## config.mk

```make
export PLATFORM = sky130hd
export DESIGN_NAME = otp_keystream_gen
export DESIGN_NICKNAME = d
export VERILOG_FILES = /design/src/rtl/otp_pkg.sv /design/src/rtl/otp_lfsr_stepk.sv /design/src/rtl/otp_keystream_gen.sv
export SDC_FILE = /design/constraint.sdc
export NUM_CORES = 1
export LEC_CHECK = 0
export CORE_ASPECT_RATIO = 1.75
export CORE_UTILIZATION = 45
export DETAILED_ROUTE_END_ITERATION = 10
export PLACE_DENSITY = 0.76
export SYNTH_ARGS = -nofsm -noshare
export SYNTH_HDL_FRONTEND = slang
export SYNTH_SLANG_ARGS = --single-unit
```

## constraint.sdc

```tcl
create_clock -name clk -period 1.4 [get_ports clk]
set_clock_uncertainty 0.05 [all_clocks]
set_input_delay 0.21 -clock clk [delete_from_list [all_inputs] [get_ports clk]]
set_output_delay 0.21 -clock clk [all_outputs]
set_load 0.01 [all_outputs]
```

## src/rtl/otp_pkg.sv

```systemverilog
// -----------------------------------------------------------------------------
// otp_pkg
// Shared types and helpers for the one-time-pad keystream generator.
//   otp_state_e        : controller states (UNSEEDED, RUN, EXHAUSTED)
//   OTP_DEFAULT_*      : default key width / LFSR width / Galois taps
//   OTP_STEP_W         : working width of lfsr_step (covers any LFSR_W <= 64)
//   lfsr_step()        : one right-shift Galois LFSR step
// -----------------------------------------------------------------------------
package otp_pkg;

  typedef enum logic [1:0] {
    UNSEEDED  = 2'd0,
    RUN       = 2'd1,
    EXHAUSTED = 2'd2
  } otp_state_e;

  localparam int          OTP_DEFAULT_KEY_W  = 8;
  localparam int          OTP_DEFAULT_LFSR_W = 16;
  localparam logic [15:0] OTP_DEFAULT_POLY   = 16'hB400;

  // Callers zero-extend into this width; with zero upper bits in both the
  // state and the taps, the upper bits of the result stay zero.
  localparam int OTP_STEP_W = 64;

  function automatic logic [OTP_STEP_W-1:0] lfsr_step(
    input logic [OTP_STEP_W-1:0] x,
    input logic [OTP_STEP_W-1:0] poly
  );
    lfsr_step = (x >> 1) ^ (x[0] ? poly : '0);
  endfunction

endpackage

```

## src/rtl/otp_lfsr_stepk.sv

```systemverilog
// -----------------------------------------------------------------------------
// otp_lfsr_stepk
// Combinational KEY_W-step Galois LFSR advance (fully unrolled).
// Ports:
//   state_in  [LFSR_W-1:0] : starting LFSR state
//   state_out [LFSR_W-1:0] : state after KEY_W consecutive steps
// -----------------------------------------------------------------------------
module otp_lfsr_stepk
  import otp_pkg::*;
#(
  parameter int               LFSR_W = OTP_DEFAULT_LFSR_W,
  parameter int               KEY_W  = OTP_DEFAULT_KEY_W,
  parameter logic [LFSR_W-1:0] POLY  = LFSR_W'(OTP_DEFAULT_POLY)
) (
  input  logic [LFSR_W-1:0] state_in,
  output logic [LFSR_W-1:0] state_out
);

  logic [OTP_STEP_W-1:0] chain [KEY_W+1];

  assign chain[0] = OTP_STEP_W'(state_in);

  for (genvar gi = 0; gi < KEY_W; gi++) begin : g_step
    assign chain[gi+1] = lfsr_step(chain[gi], OTP_STEP_W'(POLY));
  end

  assign state_out = chain[KEY_W][LFSR_W-1:0];

  // Upper bits of the working width are always zero; fold them into a sink.
  if (LFSR_W < OTP_STEP_W) begin : g_hi_sink
    logic unused_hi_bits;
    assign unused_hi_bits = ^chain[KEY_W][OTP_STEP_W-1:LFSR_W];
  end

endmodule

```

## src/rtl/otp_keystream_gen.sv

```systemverilog
// -----------------------------------------------------------------------------
// otp_keystream_gen
// Pad-word source for the XOR one-time-pad stage. A seeded Galois LFSR is
// advanced KEY_W steps per delivered word; each seed yields at most MAX_USES
// words before a reseed is requested.
// Ports:
//   clk        : rising-edge clock
//   reset      : asynchronous active-low reset
//   seed_valid / seed_data / seed_ready : seed handshake (always ready)
//   key_valid / key_data / key_ready    : pad word handshake
//   reseed_req : high while UNSEEDED or EXHAUSTED
//   seed_err   : one-cycle pulse after an all-zero seed is rejected
//   uses_left  : pad words remaining for the current seed
// Build option:
//   OTP_KEY_WIPE_EN : zero key_data whenever key_valid is low and clear the
//                     LFSR on entry to EXHAUSTED.
// -----------------------------------------------------------------------------
module otp_keystream_gen
  import otp_pkg::*;
#(
  parameter int                KEY_W    = OTP_DEFAULT_KEY_W,
  parameter int                LFSR_W   = OTP_DEFAULT_LFSR_W,
  parameter logic [LFSR_W-1:0] POLY     = LFSR_W'(OTP_DEFAULT_POLY),
  parameter int                MAX_USES = 256,
  parameter int                CNT_W    = $clog2(MAX_USES + 1)
) (
  input  logic              clk,
  input  logic              reset,
  input  logic              seed_valid,
  input  logic [LFSR_W-1:0] seed_data,
  output logic              seed_ready,
  output logic              key_valid,
  output logic [KEY_W-1:0]  key_data,
  input  logic              key_ready,
  output logic              reseed_req,
  output logic              seed_err,
  output logic [CNT_W-1:0]  uses_left
);

  otp_state_e        state_reg, state_next;
  logic [LFSR_W-1:0] lfsr_reg, lfsr_next;
  logic [CNT_W-1:0]  uses_reg, uses_next;
  logic              seed_err_reg;
  logic [LFSR_W-1:0] stepk_in, stepk_out;
  logic              seed_zero, seed_take, key_take, last_use;

  assign seed_zero = (seed_data == '0);
  assign seed_take = seed_valid && !seed_zero;   // seed_ready is constant 1
  assign key_take  = key_valid && key_ready;
  assign last_use  = key_take && (uses_reg == CNT_W'(1));

  // One stepper serves both paths; a seed takes priority over an advance.
  assign stepk_in = seed_take ? seed_data : lfsr_reg;

  otp_lfsr_stepk #(
    .LFSR_W (LFSR_W),
    .KEY_W  (KEY_W),
    .POLY   (POLY)
  ) u_stepk (
    .state_in  (stepk_in),
    .state_out (stepk_out)
  );

  // FSM: state register
  always_ff @(posedge clk or negedge reset) begin
    if (!reset) state_reg <= UNSEEDED;
    else        state_reg <= state_next;
  end

  // FSM: next state. A same-cycle seed overrides exhaustion of the old seed.
  always_comb begin
    state_next = state_reg;
    if (seed_take)     state_next = RUN;
    else if (last_use) state_next = EXHAUSTED;
  end

  // FSM: outputs decoded from registered state
  always_comb begin
    seed_ready = 1'b1;
    key_valid  = 1'b0;
    reseed_req = 1'b0;
    case (state_reg)
      RUN:       key_valid  = 1'b1;
      UNSEEDED:  reseed_req = 1'b1;
      EXHAUSTED: reseed_req = 1'b1;
      default:   reseed_req = 1'b1;
    endcase
  end

  // LFSR and use counter. key_take only occurs in RUN where uses_reg >= 1,
  // so the decrement cannot wrap; a fresh seed count is never decremented.
  always_comb begin
    lfsr_next = lfsr_reg;
    uses_next = uses_reg;
    if (seed_take) begin
      lfsr_next = stepk_out;
      uses_next = CNT_W'(MAX_USES);
    end else if (key_take) begin
      lfsr_next = stepk_out;
      uses_next = uses_reg - CNT_W'(1);
`ifdef OTP_KEY_WIPE_EN
      if (last_use) lfsr_next = '0;
`endif
    end
  end

  always_ff @(posedge clk or negedge reset) begin
    if (!reset) begin
      lfsr_reg     <= '0;
      uses_reg     <= '0;
      seed_err_reg <= 1'b0;
    end else begin
      lfsr_reg     <= lfsr_next;
      uses_reg     <= uses_next;
      seed_err_reg <= seed_valid && seed_zero;
    end
  end

  assign uses_left = uses_reg;
  assign seed_err  = seed_err_reg;

`ifdef OTP_KEY_WIPE_EN
  assign key_data = key_valid ? lfsr_reg[KEY_W-1:0] : '0;
`else
  assign key_data = lfsr_reg[KEY_W-1:0];
`endif

endmodule

```

==> flow_metrics.env, run 1 <==
export IMPL_synth_enable_flop_cells=0
export IMPL_worst_ir_drop_vdd_uv=862
export IMPL_cts_buffers=3
export IMPL_slowest_stage="dfrtp_2"
export IMPL_post_synth_top_count_cell="xnor2_1"
export IMPL_via_count=1724
export IMPL_fin_ws_ps=-34.9
export IMPL_hold_class="in2async"
export IMPL_wire_per_inst_um=17.9
export IMPL_fp_dieW_um=50.0
export IMPL_postSynthCellCount=182
export IMPL_htreeDepth=1
export IMPL_cts_tree="yes"
export IMPL_io_pins=41
export IMPL_drive_above_1_share_pct=38.8
export IMPL_antenna_found_initial=0
export IMPL_grt_max_degree=29
export IMPL_fin_cells=326
export IMPL_start_kind="register"
export IMPL_largest_register_ffs=16
export IMPL_avgViaCountPerCell=5.29
export IMPL_clk_path_buf_depth=2
export IMPL_core_um2=3870
export IMPL_grtUsageTotal_pct=25.8
export IMPL_ys_seq_elements=28
export IMPL_hold_buffers=0
export IMPL_cp_arrival_ps=1600
export IMPL_drtAntennaViolNets=0
export IMPL_slowest_delay_ps=440
export IMPL_drtPass1Iterations=4
export IMPL_whs_ps=220
export IMPL_drt_iter0_drc=78
export IMPL_fillers=253
export IMPL_fin_crit_sh_pct=102
export IMPL_drv_slew=0
export IMPL_rows=30
export IMPL_maxCapViolCount=0
export IMPL_p_leak_uw=0.00135
export IMPL_syn_to_final_growth_pct=64.1
export IMPL_fp_dieH_um=85.9
export IMPL_clock_latency_ps=290
export IMPL_ys_seq_area_share_pct=38.7
export IMPL_drcViolationCount=0
export IMPL_synth_top_cell_area_share_pct=38.7
export IMPL_multiInputGateArea_um2=1220
export IMPL_critPathMaxFanout=3
export IMPL_grt_pass1_wl_mm=8.16
export IMPL_cp_common_cell="buf_4"
export IMPL_rsz0062_at_grt="true"
export IMPL_synthArstFlopShare_pct=100
export IMPL_drt_total_wl_mm=5.85
export IMPL_dp_hpwl_mm=3.44
export IMPL_yosys_warnings=0
export IMPL_synth_fp_nets=204
export IMPL_cts_root_buffer="clkbuf_8"
export IMPL_dp_cells=294
export IMPL_endpoint_kind="register"
export IMPL_finalHoldViolCount=0
export IMPL_setup_viol=5
export IMPL_crit_family="flip-flops"
export IMPL_place_congestion=0.774
export IMPL_yosysTopAreaCell="dfrtp_1"
export IMPL_status="finished with violations"
export IMPL_worstPathRequired_ps=1570
export IMPL_port_buffers=39
export IMPL_antenna_cells=0
export IMPL_grt_pass1_vias=1723
export IMPL_overflow=0
export IMPL_clk_pin_slew_ps=100
export IMPL_syn_avg_cell_area_um2=9.95
export IMPL_synthTopCellsByArea="dfrtp_1 39%, xnor2_1 15%, xor2_1 6.3%"
export IMPL_post_route_min_period_ps=1430
export IMPL_final_seq_area_um2=702
export IMPL_fmax_ghz=0.697
export IMPL_power_density_nw_per_um2=1150
export IMPL_synthTopCellsByCount="31 x xnor2_1, 28 x dfrtp_1, 16 x nor2_1"
export IMPL_syn_area_um2=1810
export IMPL_worstSetupPathType="reg2reg"
export IMPL_synth_cell_type_count=32
export IMPL_cts_sinks=28
export IMPL_fp_dieArea_um2=4290
export IMPL_cp_cell_sequence="buf_4, xnor2_4, buf_4, xnor2_1, mux2i_1, o21ai_1"
export IMPL_ys_flop_type="dfrtp_1"
export IMPL_cp_num_buf_inv=2
export IMPL_violations="setup timing"
export IMPL_initial_utilization_pct=46.8
export IMPL_nets=301
## placed cells by master, fill, tap and decap left out, drive strengths merged, types with 2 or more instances in the layout
| cell type | netlist | layout |
|---|---|---|
| a211oi | 7 | 7 |
| a21o | 3 | 3 |
| a21oi | 7 | 7 |
| a41oi | 1 | 2 |
| and2 | 2 | 2 |
| buf | 14 | 67 |
| clkbuf | 1 | 7 |
| clkdlybuf4s15 | 0 | 6 |
| clkdlybuf4s50 | 0 | 3 |
| dfrtp | 28 | 28 |
| dlygate4sd2 | 0 | 26 |
| ha | 2 | 2 |
| inv | 5 | 5 |
| mux2i | 9 | 9 |
| nand2 | 14 | 14 |
| nand3 | 2 | 2 |
| nand4 | 5 | 5 |
| nor2 | 16 | 16 |
| nor4 | 6 | 6 |
| o21ai | 9 | 9 |
| xnor2 | 31 | 31 |
| xor2 | 13 | 13 |
## area by class of cell
class                      count  area share [%]
multi-input combinational    135            41.0
sequential                    28            23.6
inverter                       5           0.716
clock buffer                   3            1.39
clock inverter                 1            1.01
timing repair buffer         106            30.2
tap                           48            2.02
## worst reg2reg max path: stages (launching register included)
cell and delay, ps:
dfrtp_2 440, buf_4 160, xnor2_4 140, buf_4 150, xnor2_1 170, mux2i_1 110, o21ai_1 140
## per-stage QoR
stage	power, µW	worst slack, ps	setup TNS [ps]	area (µm²)	utilization [%]
2_1_floorplan	1850	21.8	0	1810	-
3_3_place_gp	2360	-492	-11330	2470	63.9
3_5_place_dp	2380	-560	-13090	2470	63.9
4_1_cts	3080	-12.5	-34.7	2680	69.3
5_1_grt	3580	-94.2	-1100	2970	76.8
6_report	3430	-34.9	-98.6	2970	76.8
## cells by family (layout without fill, tap and decap cells)
logic type	Yosys count	in the layout	share of synthesized area (%)
and+or+nand+nor	50	50	16.0
AOI/OAI and AO/OA	28	29	10.8
xor gates and xnor gates	44	44	21.3
muxes	9	9	4.98
adders and majority gates	2	2	1.38
DFF	28	28	38.7
buffers and inverters	20	115	6.70
other	1	1	0.207
## worst paths after layout
check / slack, ps / cells past startpoint / end / from
max in group asynchronous: 910 / 2 / lfsr_reg[4] / reset
hold / removal: 220 / 2 / lfsr_reg[3] / reset
setup / recovery: -30 / 6 / lfsr_reg[9] / lfsr_reg[4]
hold reg to reg: 500 / 2 / state_reg[1] / state_reg[1]
min in group clk: 320 / 3 / lfsr_reg[1] / seed_data[9]
setup reg to reg: -30 / 6 / lfsr_reg[9] / lfsr_reg[4]
## repair_timing
| item | CTS | global route |
|---|---|---|
| resized for setup | 43 | 61 |
| gates cloned | 3 | 1 |
| setup buffers | 17 | 12 |
| pin swaps | 6 | 22 |
| endpoints found under the hold margin | 0 | 0 |
| endpoints found under the setup margin | 47 | 29 |
## power breakdown
part | internal, µW | switching (µW)
combinational | 885 | 801
sequential | 950 | 140
clock | 384 | 270
## per-layer routing
metal,vias up,track usage [%],part of all wire (%)
met5,-,0,0
met4,0,10.9,4.1
met3,18,3.01,3.9
met2,76,51.7,59
met1,827,25.3,33
li1,803,-,-
Power figures use the tool's default switching activity.
==> inputs of run 2 (changes only) <==
- SLEW_MARGIN: not set -> 20
==> results of run 2 <==
Same layout as run 1: the final DEF is identical, and so are final timing and power.
==> inputs of run 3 (changes only) <==
- CTS_CLUSTER_SIZE: not set -> 16
==> results of run 3 <==
Same layout as run 1: the final DEF is identical, and so are final timing and power.
